**src/rtl/prime_predict_ctrl.sv**
```systemverilog
// Prime-number prediction game controller: synchronizes a push button, captures a number,
// judges the player's prime guess and keeps score. Optional macro SCORE_SAT_EN saturates score at 15.
module prime_predict_ctrl #(
  parameter int unsigned HOLD_CYCLES = 16
) (
  input  logic       clk,
  input  logic       rst,
  input  logic       button_press,
  input  logic [3:0] num_in,
  input  logic       guess_prime,
  output logic [3:0] num_out,
  output logic       is_prime,
  output logic       result_valid,
  output logic       correct,
  output logic [3:0] score,
  output logic [3:0] rounds,
  output logic       busy
);

  typedef enum logic [2:0] {
    IDLE    = 3'd0,
    PRESSED = 3'd1,
    CAPTURE = 3'd2,
    EVAL    = 3'd3,
    SHOW    = 3'd4
  } state_t;

  localparam logic [7:0] HOLD_LAST = 8'(HOLD_CYCLES - 1);

  state_t     state;
  state_t     next_state;
  logic       btn_meta;
  logic       btn_s;
  logic       guess_latched;
  logic [7:0] hold_cnt;
  logic       eval_prime;
  logic       eval_correct;
  logic [3:0] score_next;

  function automatic logic prime4(input logic [3:0] n);
    case (n)
      4'd2, 4'd3, 4'd5, 4'd7, 4'd11, 4'd13: prime4 = 1'b1;
      default:                              prime4 = 1'b0;
    endcase
  endfunction

  // Two-flop synchronizer; resets to the released level so reset cannot fake a press
  always_ff @(posedge clk or negedge rst) begin
    if (!rst) begin
      btn_meta <= 1'b1;
      btn_s    <= 1'b1;
    end else begin
      btn_meta <= button_press;
      btn_s    <= btn_meta;
    end
  end

  // State register
  always_ff @(posedge clk or negedge rst) begin
    if (!rst) begin
      state <= IDLE;
    end else begin
      state <= next_state;
    end
  end

  // Next-state logic and evaluation helpers
  always_comb begin
    next_state   = state;
    eval_prime   = prime4(num_out);
    eval_correct = (eval_prime == guess_latched);
`ifdef SCORE_SAT_EN
    if (score == 4'd15) begin
      score_next = 4'd15;
    end else begin
      score_next = score + 4'd1;
    end
`else
    score_next = score + 4'd1;
`endif
    case (state)
      IDLE: begin
        if (!btn_s) next_state = PRESSED;
        else        next_state = IDLE;
      end
      PRESSED: begin
        if (btn_s) next_state = CAPTURE;
        else       next_state = PRESSED;
      end
      CAPTURE: next_state = EVAL;
      EVAL:    next_state = SHOW;
      SHOW: begin
        if (hold_cnt == HOLD_LAST) next_state = IDLE;
        else                       next_state = SHOW;
      end
      default: next_state = IDLE;
    endcase
  end

  // Registered outputs: status flags follow the state being entered, results update in CAPTURE/EVAL
  always_ff @(posedge clk or negedge rst) begin
    if (!rst) begin
      num_out       <= 4'd0;
      guess_latched <= 1'b0;
      is_prime      <= 1'b0;
      correct       <= 1'b0;
      score         <= 4'd0;
      rounds        <= 4'd0;
      result_valid  <= 1'b0;
      busy          <= 1'b0;
      hold_cnt      <= 8'd0;
    end else begin
      result_valid <= (next_state == SHOW);
      busy         <= (next_state != IDLE);
      case (state)
        CAPTURE: begin
          num_out       <= num_in;
          guess_latched <= guess_prime;
        end
        EVAL: begin
          is_prime <= eval_prime;
          correct  <= eval_correct;
          rounds   <= rounds + 4'd1;
          hold_cnt <= 8'd0;
          if (eval_correct) begin
            score <= score_next;
          end else begin
            score <= score;
          end
        end
        SHOW: begin
          if (next_state == IDLE) begin
            hold_cnt <= 8'd0;
          end else begin
            hold_cnt <= hold_cnt + 8'd1;
          end
        end
        default: begin
          num_out <= num_out;
        end
      endcase
    end
  end

endmodule

```
**config.mk**
```make
export PLATFORM = sky130hd
export DESIGN_NAME = prime_predict_ctrl
export DESIGN_NICKNAME = d
export VERILOG_FILES = /design/src/rtl/prime_predict_ctrl.sv
export SDC_FILE = /design/constraint.sdc
export NUM_CORES = 1
export LEC_CHECK = 0
export CELL_PAD_IN_SITES_DETAIL_PLACEMENT = 0
export CELL_PAD_IN_SITES_GLOBAL_PLACEMENT = 2
export CORE_ASPECT_RATIO = 1.5
export CORE_MARGIN = 2
export CORE_UTILIZATION = 33
export DETAILED_ROUTE_END_ITERATION = 8
export GPL_ROUTABILITY_DRIVEN = 0
export GPL_TIMING_DRIVEN = 1
export PLACE_DENSITY_LB_ADDON = 0.1
export SETUP_SLACK_MARGIN = 0.02
export SLEW_MARGIN = 40
export SYNTH_ARGS = -nofsm -noshare
export SYNTH_HDL_FRONTEND = slang
export SYNTH_SLANG_ARGS = --single-unit
```
**constraint.sdc**
```tcl
create_clock -name clk -period 2.2 [get_ports clk]
set_input_delay 0.55 -clock clk [delete_from_list [all_inputs] [get_ports clk]]
set_output_delay 0.55 -clock clk [all_outputs]
set_load 0.01 [all_outputs]
```
* Word-level counts from Yosys, hierarchy flattened
Index checks and enable logic that the tools add are counted.
** Storage, ports and cells
- Register bits :: 30
- Input port bits :: 8
- Output and inout port bits :: 16
** Cells by class
- $add $sub $neg :: 3
- Equal/unequal tests :: 13
- Multiplexer cells :: 7
- Reduce and logical (&&, ||, !) cells :: 6
** Operators with widths (number)
- $pmux W8 S2 :: 1
- $pmux W3 S5 :: 1
- $add A4 B1 Y4 const B :: 2
- $add A8 B1 Y8 const B :: 1
- $eq A4 B2 Y1 const B :: 2
- $eq A4 B3 Y1 const B :: 2
- $eq A4 B4 Y1 const B :: 2
- $eq A8 B4 Y1 const B :: 1
- $mux W8 :: 1
- $eq A3 B2 Y1 const B :: 2
- $eq A3 B3 Y1 const B :: 2
- $logic_not A3 Y1 :: 2
- $reduce_or A6 Y1 :: 1
- $eq A3 B1 Y1 const B :: 1
- $mux W3 :: 1
- $reduce_bool A3 Y1 :: 1
- $mux W1 :: 2
- $mux W2 :: 1
- $reduce_and A2 Y1 :: 1
- $reduce_bool A2 Y1 :: 1
- $eq A1 B1 Y1 :: 1

* Logic depth before layout (Yosys ltp)
- Depth after elaboration :: 6
- Depth in mapped cells :: 5

* Least setup slack after synthesis
Ideal clock, no wire load.
- Kind :: reg2reg
- Start point :: reg num_out[3]
- End point :: reg score[1]
- Arrival time :: 1.583 ns
- Data required time :: 2.075 ns
- Slack :: 0.492 ns
- Cell stages (with the launch flop) :: 5
- Buffers on the path :: 0
- Cells stage by stage :: dfrtp_1 -> o21ba_2 -> o31a_1 -> or3_4 -> mux2_4
** Between the ends
- Word-level cells in the longest chain between the ends :: 5
- Elaborated cells between the ends (all ways) :: 10
- Those cells by class :: 7 x eq/ne; 1 x mux; 2 x reduce/logical
** Ends and longest elaborated chain
- from (decl) :: line 11 : output logic [3:0] num_out,
- from (signal assigned) :: line 117 : num_out <= num_in;
- from (signal assigned) :: line 139 : num_out <= num_out;
- $eq A4 B2 Y1 (tied with other cells) :: line 41 : case (n)
- $reduce_or A6 Y1 (*) :: line 41
- $mux W1 (*) :: line 41
- $eq A1 B1 Y1 (*) :: line 71 : eval_correct = (eval_prime == guess_latched);
- $reduce_and A2 Y1 (no source line) (*)
- to (signal assigned) :: line 126 : score <= score_next;
- to (signal assigned) :: line 128 : score <= score;
- to (decl) :: line 15 : output logic [3:0] score,
Every way passes the cells marked *; elsewhere a longest branch is shown, timed or not.
A chain may end at the register's enable or synchronous reset.

* Worst setup path in the final report
- Start point :: reg score[0]
- End point :: out score[0]
No word-level cell between the ends.

==> flow_summary.rst <==
.. list-table::
   :header-rows: 1

   * - Metric
     - Value
   * - Area of the die
     - 4698 sq um
   * - Cell-by-cell trace of the critical path
     - clkdlybuf4s50_1
   * - Synthesized Nets
     - 130
   * - Top cell type's share of synthesized area
     - 0.5109
   * - Die Height
     - 82.95 microns
   * - Min Clock Period, post-route
     - 1.799 ns
   * - Clock edge transition at the registers on the reported setup and hold paths
     - 0.06 ns
   * - Average via count per standard cell
     - 5.021
   * - Internal power contribution
     - 0.001513 W
   * - Starting Density
     - 0.3464
   * - Number of distinct library cell variants in the gate-level netlist after synthesis
     - 38
   * - Setup slack after layout
     - 0.4008 ns
   * - Highest fanout seen on the critical path
     - 4
   * - Switching power
     - 0.0007746 W
   * - Required @ worst endpoint
     - 1.65 ns
   * - Floorplan die width
     - 56.64 microns
   * - Netlist area before placement
     - 1371 sq um
   * - Hold Crit Class
     - reg -> reg
   * - Total CTS buffers
     - 5
   * - DRT Pass-1 Iters
     - 4
   * - Detailed-route via count
     - 979
   * - Async SR Flop Fraction
     - 1.000
   * - Row cnt
     - 28
   * - Clk network pwr share
     - 0.201
   * - Cell type contributing the most total cell area after synthesis
     - dfrtp_1
   * - Overall fraction of global-route tracks in use
     - 0.1244
   * - Count of flip-flops with a built-in enable after synthesis
     - 0
   * - Post-Route Setup TNS
     - 0 ns
   * - Average cell area after synthesis
     - 11.52 sq um
   * - R2R Setup Slk
     - 0.45 ns
   * - Initial antenna violation count
     - 0
   * - Outcome
     - finished, final reports clean
   * - Violation count after the first detailed-routing iteration
     - 34
   * - Power density cells
     - 1305 nW/um^2
   * - # setup viols final
     - 0
   * - Bufs on Longest Clock Path
     - 2
   * - Proportion of layout cells with a drive suffix above 1
     - 0.1667
   * - Unrepaired setup endpoints after global routing
     - no
   * - Critical-path top delay cell
     - clkdlybuf4s50_1
   * - First-pass GRT wire length
     - 4491 microns
   * - Pin count of the biggest net entering global routing
     - 31
   * - Measured slew at the worst slew-check pin
     - 0.4579 ns
   * - Signal arrival time at the worst endpoint
     - 1.25 ns
   * - Total congestion overflow
     - 0
   * - Cell types with the largest area share after synthesis
     - dfrtp_1 (51%), xnor2_1 (4.5%), mux2_2 (4.1%), dfstp_2 (3.8%), ha_1 (2.7%)
   * - TritonCTS clock tree
     - yes
   * - Buffers inserted during post-CTS setup optimization
     - 0
   * - Relative max-transition margin
     - 0.6921
   * - Combinational cell fraction of total power
     - 0.393
   * - Sink count of the clock tree
     - 30
   * - Most common library cells after synthesis
     - dfrtp_1 (28), nor2_1 (10), nand2_1 (9)
   * - Final Power
     - 0.002288 W
   * - Top cell family by delay on the critical path
     - buffers and inverters
   * - Element type at the critical path start
     - register
   * - Switching power as a share of total power
     - 0.3386
   * - H-tree depth
     - 2
   * - Hold bufs inserted after CTS
     - 0
   * - Warnings from Yosys
     - 0
   * - Total half-perimeter wirelength after legalization and detailed placement
     - 1810 microns
   * - Critical path class
     - reg -> out
   * - Sequential fraction of design power
     - 0.406
   * - Peak supply drop
     - 621.8 uV
   * - Maximum clock frequency
     - 555.8 MHz
   * - Drt drc
     - 0
   * - Setup Slack @ Placement
     - 0.4668 ns
   * - Buffer cell driving the clock tree root
     - clkbuf_8
   * - Total of fill cells in the finished design
     - 394
   * - Count of final hold-check violations
     - 0
   * - Post-route antenna net violation count
     - 0
   * - Number of max-capacitance violations reported
     - 0
   * - Number of inserted diodes
     - 0
   * - Clock network latency to the later pin of the worst-skew pair
     - 0.28 ns
   * - Std-Cell Core Area
     - 3959 sq um
   * - WL final
     - 2556 microns
   * - Final-stage net count
     - 160
   * - Most frequent cell after synthesis
     - dfrtp_1
   * - Final worst hold slack
     - 0.3573 ns
   * - Final worst-path cycle share
     - 0.8178
   * - Number of global-route vias before repair
     - 997
   * - Leakage power
     - 0.7605 nW
   * - Count of boundary I/O pins
     - 24
   * - Max Transition Viols Final
     - 0
   * - # resized after CTS
     - 0
   * - Register area share after synthesis
     - 0.5493
   * - Worst clock skew
     - 0.005206 ns
   * - Post-synthesis sequential element count
     - 30
   * - WL per Instance
     - 13.11 microns
   * - Slowest Stage Delay on Critical Path
     - 0.56 ns
   * - Post-synthesis to final-layout area growth
     - 27.83%
   * - Type of destination of the critical path
     - output pin
   * - Number of port buffers
     - 23
   * - Dominant synthesized flop cell
     - dfrtp_1
   * - CP Buf/Inv Count
     - 1
   * - Number of standard cells after synthesis
     - 119
## logic make-up (layout without fill, tap and decap cells)
logic type               after synthesis  count (layout)  synth area share
AND/OR/NAND/NOR                       40              40            0.1551
flip-flops                            30              30            0.5493
AO/OA/AOI/OAI                         21              21            0.1168
XOR/XNOR                               9               9           0.05748
multiplexers                           8               8           0.06660
buffers and inverters                  8              39           0.02738
adder cells (fa/ha/maj)                3               3           0.02738
## through the flow
| stage | area (sq um) | util | instances |
|---|---|---|---|
| final | 1753 | 0.4428 | 195 |
| after global routing | 1753 | 0.4428 | 195 |
| after CTS | 1753 | 0.4428 | 195 |
| after detailed placement | 1662 | 0.4197 | 187 |
| after global placement | 1662 | 0.4197 | 187 |
| after floorplan | 1371 | - | 119 |
## state kept, by name, summed over array words and instances (netlist names)
signal / cells
btn_meta: 1
btn_s: 1
busy: 1
correct: 1
guess_latched: 1
hold_cnt: 8
is_prime: 1
num_out: 4
result_valid: 1
rounds: 4
score: 4
state: 3
## power by group through the flow
stage / combinational, W / clock (W) / sequential [W]
final: 0.000898 / 0.000460 / 0.000930
after global routing: 0.00101 / 0.000494 / 0.000960
after CTS: 0.000921 / 0.000475 / 0.000937
after detailed placement: 0.000915 / 0 / 0.000944
after global placement: 0.000912 / 0 / 0.000932
after floorplan: 0.000456 / 0 / 0.000978
## metal layers
metal  track usage  wire, microns  part of all wire  vias to the layer above
li1              -              -                 -                      476
met1        0.1438           1063              0.42                      474
met2        0.1934           1293              0.51                       23
met3       0.04206            128             0.050                        6
met4       0.07792             70             0.027                        0
met5             0              0                 0                        -
## area by class of cell
| type | instances | area (sq um) | share of cell area |
|---|---|---|---|
| Clock buffer | 7 | 86.33 | 0.04925 |
| Clock inverter | 1 | 5.005 | 0.002855 |
| Inverter | 5 | 18.77 | 0.01071 |
| Multi-Input combinational cell | 81 | 580.6 | 0.3312 |
| Sequential cell | 30 | 753.2 | 0.4297 |
| Tap cell | 45 | 56.30 | 0.03212 |
| Timing Repair Buffer | 26 | 252.7 | 0.1442 |
## worst paths after layout
kind | start | end | cells after the start
min | btn_meta | btn_s | 0
min in group asynchronous | rst | hold_cnt[5] | 2
max reg2reg | num_out[3] | score[1] | 4
max | score[0] | score[0] | 1
min reg2reg | btn_meta | btn_s | 0
max in group asynchronous | rst | btn_s | 2
## cell usage in the layout, fill, tap and decap left out, drive strengths merged, types with 2 or more instances in the layout
master and instances:
mux2i 2, nand2 9, a211oi 4, clkdlybuf4s50 23
xnor2 7, o31ai 2, xor2 2, inv 5
dfstp 2, buf 3, nand3 7, a21oi 2
dfrtp 28, mux2 6, o21ai 7, clkbuf 7
nor4 2, nor2 10, nor3 2, or3 2
ha 3
(Power assumes the default switching activity.)
